===== src/rtl/ppu_render_seq_pkg.sv =====
// Shared definitions for the PPU render sequencer: fetch-slot encodings,
// scanline dot boundaries and the per-group slot lookups.
package ppu_render_seq_pkg;

  typedef enum logic [2:0] {
    FETCH_IDLE  = 3'd0,
    FETCH_NT    = 3'd1,
    FETCH_AT    = 3'd2,
    FETCH_BG_LO = 3'd3,
    FETCH_BG_HI = 3'd4,
    FETCH_GNT   = 3'd5,
    FETCH_SP_LO = 3'd6,
    FETCH_SP_HI = 3'd7
  } fetch_slot_t;

  // Dot boundaries within a scanline
  localparam logic [8:0] DOT_BG_END   = 9'd256;  // last background fetch dot
  localparam logic [8:0] DOT_SP_START = 9'd257;  // first sprite fetch dot, t->v horizontal copy
  localparam logic [8:0] DOT_CV_START = 9'd280;  // first t->v vertical copy dot
  localparam logic [8:0] DOT_CV_END   = 9'd304;  // last t->v vertical copy dot
  localparam logic [8:0] DOT_SP_END   = 9'd320;  // last sprite fetch dot
  localparam logic [8:0] DOT_PF_END   = 9'd336;  // last prefetch dot for the next line
  localparam logic [8:0] DOT_LINE_END = 9'd340;  // last dot of a full-length line

  // Background fetch slot for g = dot % 8; each fetch spans two dots
  function automatic fetch_slot_t slot_bg(input logic [2:0] g);
    fetch_slot_t s;
    case (g)
      3'd1, 3'd2: s = FETCH_NT;
      3'd3, 3'd4: s = FETCH_AT;
      3'd5, 3'd6: s = FETCH_BG_LO;
      default:    s = FETCH_BG_HI;
    endcase
    return s;
  endfunction

  // Sprite fetch slot for g = dot % 8; the first two fetches are garbage NT reads
  function automatic fetch_slot_t slot_sp(input logic [2:0] g);
    fetch_slot_t s;
    case (g)
      3'd1, 3'd2, 3'd3, 3'd4: s = FETCH_GNT;
      3'd5, 3'd6:             s = FETCH_SP_LO;
      default:                s = FETCH_SP_HI;
    endcase
    return s;
  endfunction

endpackage


===== src/rtl/ppu_dot_timer.sv =====
// Dot/line timebase: clock prescaler, dot and line counters, frame parity
// and the odd-frame short pre-render line.
module ppu_dot_timer #(
  parameter int CLK_PER_DOT     = 4,
  parameter int DOTS_PER_LINE   = 341,
  parameter int LINES_PER_FRAME = 262,
  parameter int ODD_SKIP        = 1
) (
  input  logic       clk,
  input  logic       rst,
  input  logic       render_en,
  output logic       dot_tick,
  output logic       dot_first,
  output logic [8:0] dot,
  output logic [8:0] line,
  output logic       odd_frame
);

  localparam int PW = $clog2(CLK_PER_DOT);
  localparam logic [PW-1:0] PS_LAST  = PW'(CLK_PER_DOT - 1);
  localparam logic [PW-1:0] PS_ONE   = PW'(1);
  localparam logic [8:0]    DOT_LAST = 9'(DOTS_PER_LINE - 1);
  localparam logic [8:0]    DOT_SKIP = 9'(DOTS_PER_LINE - 2);
  localparam logic [8:0]    LINE_PRE = 9'(LINES_PER_FRAME - 1);

  logic [PW-1:0] prescaler;
  logic          skip_now;

  // Odd frames with rendering on jump from the second-to-last pre-line dot straight to line 0
  assign skip_now = (ODD_SKIP != 0) && odd_frame && render_en &&
                    (line == LINE_PRE) && (dot == DOT_SKIP);

  // dot_tick/dot_first are kept as flops that mirror the prescaler's last/first count
  always_ff @(posedge clk) begin
    if (!rst) begin
      prescaler <= '0;
      dot_tick  <= 1'b0;
      dot_first <= 1'b1;
      dot       <= '0;
      line      <= LINE_PRE;
      odd_frame <= 1'b0;
    end else if (dot_tick) begin
      prescaler <= '0;
      dot_tick  <= 1'b0;
      dot_first <= 1'b1;
      if (skip_now) begin
        dot       <= '0;
        line      <= '0;
        odd_frame <= ~odd_frame;
      end else if (dot == DOT_LAST) begin
        dot <= '0;
        if (line == LINE_PRE) begin
          line      <= '0;
          odd_frame <= ~odd_frame;
        end else begin
          line <= line + 9'd1;
        end
      end else begin
        dot <= dot + 9'd1;
      end
    end else begin
      prescaler <= prescaler + PS_ONE;
      dot_tick  <= ((prescaler + PS_ONE) == PS_LAST);
      dot_first <= 1'b0;
    end
  end

endmodule


===== src/rtl/ppu_render_seq.sv =====
// PPU render timing and fetch-slot sequencer. Decodes the per-dot fetch slot
// and scroll/shifter strobes from the dot timer and owns vblank/NMI.
// Slot and strobe outputs are decoded only from flops (dot, line, dot_first,
// render_q) so they change in the same clk as dot/line, with no extra latency.
module ppu_render_seq
  import ppu_render_seq_pkg::*;
#(
  parameter int CLK_PER_DOT     = 4,
  parameter int DOTS_PER_LINE   = 341,
  parameter int LINES_PER_FRAME = 262,
  parameter int VISIBLE_LINES   = 240,
  parameter int VBLANK_LINE     = 241,
  parameter int ODD_SKIP        = 1
) (
  input  logic       clk,
  input  logic       rst,
  input  logic       render_en,
  input  logic       nmi_en,
  input  logic       vblank_clr,
  output logic       dot_tick,
  output logic [8:0] dot,
  output logic [8:0] line,
  output logic [2:0] fetch_slot,
  output logic       fetch_req,
  output logic       shift_load,
  output logic       inc_hori,
  output logic       inc_vert,
  output logic       copy_hori,
  output logic       copy_vert,
  output logic       visible,
  output logic       vblank,
  output logic       nmi,
  output logic       odd_frame
);

  localparam logic [8:0] LINE_PRE = 9'(LINES_PER_FRAME - 1);
  localparam logic [8:0] LINE_VIS = 9'(VISIBLE_LINES);
  localparam logic [8:0] LINE_VBL = 9'(VBLANK_LINE);

  logic        dot_first;
  logic        render_q;
  logic        active;
  logic [2:0]  g;
  fetch_slot_t slot;
  logic        vblank_next;

  ppu_dot_timer #(
    .CLK_PER_DOT    (CLK_PER_DOT),
    .DOTS_PER_LINE  (DOTS_PER_LINE),
    .LINES_PER_FRAME(LINES_PER_FRAME),
    .ODD_SKIP       (ODD_SKIP)
  ) u_dot_timer (
    .clk      (clk),
    .rst      (rst),
    .render_en(render_en),
    .dot_tick (dot_tick),
    .dot_first(dot_first),
    .dot      (dot),
    .line     (line),
    .odd_frame(odd_frame)
  );

  assign g       = dot[2:0];
  assign active  = render_q && ((line < LINE_VIS) || (line == LINE_PRE));
  assign visible = (line < LINE_VIS) && (dot >= 9'd1) && (dot <= DOT_BG_END);
  assign fetch_slot = slot;

  // Fetch slot per dot, single-clk strobes on the first clk of the dot, vertical copy as a level
  always_comb begin
    slot       = FETCH_IDLE;
    fetch_req  = 1'b0;
    shift_load = 1'b0;
    inc_hori   = 1'b0;
    inc_vert   = 1'b0;
    copy_hori  = 1'b0;
    copy_vert  = 1'b0;
    if (active) begin
      if (((dot >= 9'd1) && (dot <= DOT_BG_END)) ||
          ((dot > DOT_SP_END) && (dot <= DOT_PF_END))) begin
        slot = slot_bg(g);
      end else if ((dot >= DOT_SP_START) && (dot <= DOT_SP_END)) begin
        slot = slot_sp(g);
      end else if (dot > DOT_PF_END) begin
        slot = FETCH_NT;
      end
      if (dot_first) begin
        fetch_req  = dot[0] && (dot < DOT_LINE_END);
        shift_load = ((g == 3'd1) && (dot >= 9'd9) && (dot <= DOT_SP_START)) ||
                     (dot == DOT_SP_END + 9'd9) || (dot == DOT_PF_END + 9'd1);
        inc_hori   = ((g == 3'd0) && (dot != 9'd0) && (dot <= DOT_BG_END)) ||
                     (dot == DOT_SP_END + 9'd8) || (dot == DOT_PF_END);
        inc_vert   = (dot == DOT_BG_END);
        copy_hori  = (dot == DOT_SP_START);
      end
      copy_vert = (line == LINE_PRE) && (dot >= DOT_CV_START) && (dot <= DOT_CV_END);
    end
  end

  // vblank set/clear at the dot-0 -> dot-1 boundary; a CPU status read overrides a coincident set
  always_comb begin
    vblank_next = vblank;
    if (vblank_clr) begin
      vblank_next = 1'b0;
    end else if (dot_tick && (dot == 9'd0) && (line == LINE_VBL)) begin
      vblank_next = 1'b1;
    end else if (dot_tick && (dot == 9'd0) && (line == LINE_PRE)) begin
      vblank_next = 1'b0;
    end
  end

  // Status/NMI flops and the per-dot sample of render_en
  always_ff @(posedge clk) begin
    if (!rst) begin
      vblank   <= 1'b0;
      nmi      <= 1'b0;
      render_q <= 1'b0;
    end else begin
      vblank <= vblank_next;
      nmi    <= vblank_next & nmi_en;
      if (dot_tick) begin
        render_q <= render_en;
      end
    end
  end

endmodule

===== config.mk =====
export PLATFORM = sky130hd
export DESIGN_NAME = ppu_render_seq
export DESIGN_NICKNAME = d
export VERILOG_FILES = /design/src/rtl/ppu_render_seq_pkg.sv /design/src/rtl/ppu_dot_timer.sv /design/src/rtl/ppu_render_seq.sv
export SDC_FILE = /design/constraint.sdc
export NUM_CORES = 1
export LEC_CHECK = 0
export CORE_ASPECT_RATIO = 0.5
export CORE_UTILIZATION = 40
export CTS_CLUSTER_SIZE = 12
export DETAILED_ROUTE_END_ITERATION = 7
export GPL_TIMING_DRIVEN = 0
export PLACE_DENSITY = 0.68
export SLEW_MARGIN = 5
export SYNTH_ARGS = -nofsm -noshare
export SYNTH_HDL_FRONTEND = slang
export SYNTH_HIERARCHICAL = 1
export SYNTH_SLANG_ARGS = --single-unit
export TNS_END_PERCENT = 30

===== constraint.sdc =====
create_clock -name clk -period 1.99 [get_ports clk]
set_input_delay 0.398 -clock clk [delete_from_list [all_inputs] [get_ports clk]]
set_output_delay 0.398 -clock clk [all_outputs]
set_load 0.01 [all_outputs]

=== Word level (Yosys, flattened, before mapping) ===
Cells that the tools add are included.

* Word-level logic and storage cells: 111
* Output and inout port bits: 32
* Register bits after elaboration: 26

* Order comparisons: 13
* Eq/ne operators: 17
* Add/sub/neg operators: 3
* Bitwise logic cells: 3
* Reductions and logical operators: 37
* Multiplexer cells: 29

{| class="wikitable"
|+ Operators with widths
! kind !! number
|-
| == test 9 bit (second input constant) || 9
|-
| less-or-equal comparator 9 bit (second input constant) || 5
|-
| 2-to-1 mux 9 bit || 5
|-
| logical AND 1 bit || 19
|-
| 2-to-1 mux 1 bit || 19
|-
| adder 9 x 1 -> 9 bit (second input constant) || 2
|-
| >= comparator 9 bit (second input constant) || 2
|-
| greater-than comparator 9 bit (second input constant) || 2
|-
| == test 3 bit (second input constant) || 3
|-
| == test 9 x 8 -> 1 bit (second input constant) || 1
|-
| >= comparator 9 x 1 -> 1 bit (second input constant) || 1
|-
| >= comparator 9 x 4 -> 1 bit (second input constant) || 1
|-
| zero test 9 bit || 1
|-
| < comparator 9 x 8 -> 1 bit (second input constant) || 1
|-
| < comparator 9 bit (second input constant) || 1
|-
| 2-to-1 mux 3 bit || 3
|-
| one-hot mux 3 bit (3 select lines) || 1
|-
| nonzero test 9 bit || 1
|-
| OR reduction 2 bit || 4
|-
| == test 3 x 2 -> 1 bit (second input constant) || 2
|-
| logical OR 1 bit || 6
|-
| one-hot mux 2 bit (2 select lines) || 1
|-
| nonzero test 2 bit || 2
|-
| OR reduction 4 bit || 1
|-
| other kinds (8) || 9
|}

=== Logic depth before layout (Yosys ltp) ===
* Word-level depth: 7
* Gate-level depth with buffers: 8
* Depth with buffers taken out: 7

=== By module ===
Netlist, hierarchy kept.

{| class="wikitable"
|+ Modules (own cells, without submodules)
! module !! area an instance (um^2) !! cells each !! instances
|-
| ppu_dot_timer || 1147.4 || 135 || 1
|-
| ppu_render_seq || 609.3 || 94 || 1
|}

=== Worst setup path before layout ===
Ideal clock, no wire load.

* Kind: reg-to-output
* Start: register u_dot_timer.dot[0]
* End: output fetch_slot[1]
* Cell stages (with the launch flop): 7
* Path buffers: 1
* Arrival: 1.883 ns
* Required time: 1.592 ns
* Setup slack: -0.291 ns
* Path through: dfxtp_1 > buf_6 > or4_4 > o31a_1 > nor4_4 > o21ai_1 > a31oi_1

* Cells in the longest elaborated chain, start to end: 6
* Elaborated cells between the ends (all ways): 25
* Classes of those cells: 6 x order compare; 6 x eq/ne; 5 x mux; 8 x reduce/logical

{| class="wikitable"
|+ Ends and longest elaborated chain
! element !! RTL line !! text
|-
| start: declaration || ppu_dot_timer.sv:14 || <nowiki>output logic [8:0] dot,</nowiki>
|-
| start signal: assignment || ppu_dot_timer.sv:59 || <nowiki>dot <= dot + 9'd1;</nowiki>
|-
| branches (longest 4 deep; another with >= comparator 9 bit) || - ||
|-
| 2-to-1 mux 3 bit (*) || ppu_render_seq.sv:78 || <nowiki>if (((dot >= 9'd1) && (dot <= DOT_BG_END)) ||</nowiki>
|-
| 2-to-1 mux 3 bit (*) || ppu_render_seq.sv:77 || <nowiki>if (active) begin</nowiki>
|-
| end: declaration || ppu_render_seq.sv:23 || <nowiki>output logic [2:0] fetch_slot,</nowiki>
|}

Every way passes the cells marked *.

=== Final worst setup path ===
* Start: register u_dot_timer.dot[1]
* End: output fetch_slot[2]

* Cells in the longest elaborated chain, start to end: 5
* Elaborated cells between the ends (all ways): 23
* Classes of those cells: 6 x order compare; 6 x eq/ne; 4 x mux; 7 x reduce/logical

{| class="wikitable"
|+ Ends and longest elaborated chain
! element !! RTL line !! text
|-
| >= comparator 9 bit (tied with other cells) || ppu_render_seq.sv:81 || <nowiki>end else if ((dot >= DOT_SP_START) && (dot <= DOT_SP_END)) begin</nowiki>
|-
| logical AND 1 bit (tied with other cells) || ppu_render_seq.sv:81 ||
|-
| 2-to-1 mux 3 bit (tied with other cells) || ppu_render_seq.sv:81 ||
|-
| 2-to-1 mux 3 bit (*) || ppu_render_seq.sv:78 ||
|-
| 2-to-1 mux 3 bit (*) || ppu_render_seq.sv:77 ||
|}

Mark *: on every way between the ends. The rest lies on a longest branch, timed or not.

==> metrics <==
Synth Area in Adders 3.56%; min Tclk post-route 2.61 ns; Mapped Area between 0.0015 and 0.002 mm²; largest net degree at the start of global routing 14; Setup crit start kind flip-flop; WL final 5.17 mm; total power 0.939 mW; antenna-violating nets left 0; CTS Buf Count 3; WP buf/inv 4; FMAX 383 MHz; worst path required time about 1.6 ns; RSZ-0062 raised after global routing yes; violated checks setup timing; Slowest-stage cell, CP or4_4; Post-synth EDFFs 0; layout cell share with drive strength beyond 1 30.4%; CP arrival 2.21 ns; TritonCTS clock tree yes; Worst Path Max Fanout 3; detailed placement HPWL 3.50 mm; initial antenna violation count 0; max incr delay on CP between 0.5 and 0.6 ns; slew of the pin with the lowest slew margin about 0.62 ns; Post-Synth XOR/XNOR Area roughly 4.5%; number of global-route vias before repair 1,620; max_cap viols 0; GRT Residual Overflow 0; Port Buf Inserts 36; first-pass GRT wire length 7.96 mm; Ports 37; CTS max path bufs 2; Setup crit end kind primary output; Peak supply drop between 0.2 and 0.25 mV; DR DRC count 0; Final Max Tran Viols 0; Layout Skew 0.00715 ns; syn avg cell area 7.67 µm²; status finished with violations; yosys warns 6; mux cell area share after synthesis 0.570%; clock sink total 26; final setup fails 17; chip width 95.7 µm; initial core utilization 43.4%; dpl ws -0.776 ns; Nets 298; Seq cells post-synth 26; Total Routing Usage GR 21.7%; Site Rows 16; CTS clock-pin slew for the worst setup and hold paths approximately 0.090 ns; ys flop type dfxtp_1; area delta synth->final 45.4%; Post-CTS Hold Fix Bufs 0; power per cell area 368 mW/mm²; Fin Hold WS 0.429 ns; slack of the critical path -0.620 ns; Seq/Total Area, Yosys 29.6%; Min-Delay Path Class reg2reg; WL/cell 15.2 µm; post-route insts no fill 340; slew margin rel. 57.8%; crit-path cells buf_6, or4_4, o31a_1, nor4_4, buf_4, inv_2, a21oi_2, buf_2; Placement Cell Area about 0.0022 mm²; diodes inserted 0; Compound-Gate Fraction of Synth Area 17.9%; WS Path Type reg2out; placed cell count 319; Post-Synth Simple-Gate Area 39.0%; Lkg Pwr 0.968 nW; worst-skew pair later-pin latency 0.27 ns; largest family of logic cells by synthesized area simple AND/OR/NAND/NOR gates; post-route cell area 0.00255 mm²; die area 0.00468 mm²; DR vias roughly 2,000; GP Congestion ~0.88; Crit path max-delay family simple AND/OR/NAND/NOR gates; Net Count, Synth 239; DR pass1 iterations 4; root buffer cell clkbuf_8; Chip Height between 40 and 50 µm; vias per cell 5.78; 1st-iter DRT viols around 120; Tcrit/Tclk final 131%; Mapped Cells ~230; ys async rst share 0%; Netlist cell types 55; H-tree level count 1; Core Area 0.00404 mm²; final hold violations 0
kinds of logic (layout without fill, tap and decap cells):
| group | count (synthesis) | after routing |
|---|---|---|
| XOR/XNOR | 9 | 9 |
| buffers and inverters | 20 | 76 |
| AO/OA/AOI/OAI | 49 | 50 |
| AND/OR/NAND/NOR | 119 | 119 |
| flip-flops | 26 | 26 |
| multiplexers | 1 | 1 |
| adder cells (fa/ha/maj) | 5 | 5 |
through the flow:
step	setup TNS (ns)	util (%)
4_1_cts	-7.62	57.6
3_3_place_gp	-8.87	54.4
3_5_place_dp	-9.40	54.4
2_1_floorplan	-1.06	-
5_1_grt	-6.23	63.1
6_report	-4.71	63.1
state kept, by name, summed over array words and instances (netlist names):
signal / flops
u_dot_timer/dot_tick: 1
u_dot_timer/dot: 9
render_q: 1
u_dot_timer/line: 9
u_dot_timer/prescaler: 2
u_dot_timer/dot_first: 1
vblank: 1
nmi: 1
u_dot_timer/odd_frame: 1
worst paths after layout:
path | slack (ns) | start | depth (start not counted) | end
worst min-delay path | 0.43 | u_dot_timer/prescaler[0]$_SDFF_PP0_ | 1 | u_dot_timer/prescaler[0]$_SDFF_PP0_
worst max register to register | -0.16 | u_dot_timer/line[5]$_SDFFE_PN0P_ | 7 | u_dot_timer/dot[1]$_SDFFE_PN0P_
worst max-delay path | -0.62 | u_dot_timer/dot[1]$_SDFFE_PN0P_ | 8 | fetch_slot[2]
worst min register to register | 0.43 | u_dot_timer/prescaler[0]$_SDFF_PP0_ | 1 | u_dot_timer/prescaler[0]$_SDFF_PP0_
synth_stat cells, drive strengths merged (2+ instances only):
master | number | area, µm²
nand3 | 14 | 70.1
and3 | 5 | 31.3
ha | 5 | 62.6
a31oi | 2 | 12.5
o311ai | 3 | 26.3
nand4b | 2 | 17.5
or3 | 2 | 12.5
o22ai | 2 | 12.5
nor3 | 4 | 20.0
o21a | 4 | 30.0
xnor2 | 4 | 35.0
xor2 | 5 | 43.8
a21oi | 10 | 50.1
nand2 | 24 | 90.1
clkbuf | 9 | 33.8
nand4 | 7 | 43.8
nor4 | 10 | 98.8
nand2b | 5 | 31.3
nor2 | 25 | 93.8
o21ai | 16 | 80.1
or2 | 2 | 12.5
buf | 3 | 21.3
dfxtp | 26 | 521
nand3b | 2 | 15.0
nor2b | 4 | 25.0
inv | 8 | 30.0
nor4b | 2 | 17.5
or4 | 3 | 26.3
and4b | 2 | 20.0
cells in the final DEF, fill, tap and decap left out, types with 2 or more instances in the layout:
| cell type | netlist | final |
|---|---|---|
| buf_6 | 1 | 3 |
| o21a_1 | 4 | 4 |
| a21oi_2 | 0 | 3 |
| nor2_1 | 25 | 23 |
| clkbuf_1 | 9 | 2 |
| o22ai_1 | 2 | 2 |
| nand4b_1 | 2 | 2 |
| clkdlybuf4s50_1 | 0 | 26 |
| nand3b_1 | 2 | 2 |
| o21bai_4 | 0 | 2 |
| xnor2_1 | 4 | 4 |
| ha_1 | 5 | 5 |
| nor4_1 | 7 | 4 |
| nor2b_1 | 4 | 3 |
| buf_2 | 2 | 11 |
| o21ai_1 | 2 | 3 |
| a21oi_1 | 10 | 7 |
| nand3_1 | 14 | 13 |
| a31oi_1 | 2 | 2 |
| dfxtp_2 | 0 | 7 |
| nand2_1 | 24 | 21 |
| nand2b_1 | 5 | 5 |
| nand4_1 | 7 | 7 |
| xor2_1 | 5 | 5 |
| dfxtp_1 | 26 | 11 |
| inv_1 | 8 | 7 |
| and3_1 | 5 | 5 |
| nor4_4 | 2 | 5 |
| nand2_2 | 0 | 2 |
| dfxtp_4 | 0 | 8 |
| nor3_2 | 0 | 2 |
| clkbuf_8 | 0 | 3 |
| o21ai_0 | 14 | 13 |
| nor3_1 | 4 | 2 |
| buf_4 | 0 | 19 |
| or4_1 | 2 | 2 |
| clkbuf_2 | 0 | 2 |
| o311ai_1 | 1 | 2 |
cell type report:
class                   count  area [µm²]
flip-flops and latches     26         559
fillers                   346        1490
repair buffers             56         468
plain buffers               9        63.8
well taps                  54        67.6
multi-input cells         184        1320
clock buffers               3        41.3
inverters                   8        30.0
where the power goes:
part	leakage, nW	switching [mW]	internal, mW
Combinational	0.727	0.0604	0.0520
Sequential	0.219	0.00880	0.521
Clock	0.0216	0.162	0.136
per-layer routing:
layer	routed length (µm)	part of all wire (%)	global-route usage, %	up-vias
li1	-	-	-	960
met1	2530	49	31.7	938
met2	2350	46	33.6	60
met3	243	4.7	4.21	6
met4	46	0.89	3.48	0
met5	0	0	0	-
repair_timing:
action | CTS | global route
setup endpoints to repair | 24 | 29
cloned | 0 | 1
pin swaps | 11 | 18
gates resized for setup | 70 | 38
endpoints found under the hold margin | 0 | 0
setup buffers | 6 | 14
Power figures use the tool's default switching activity.
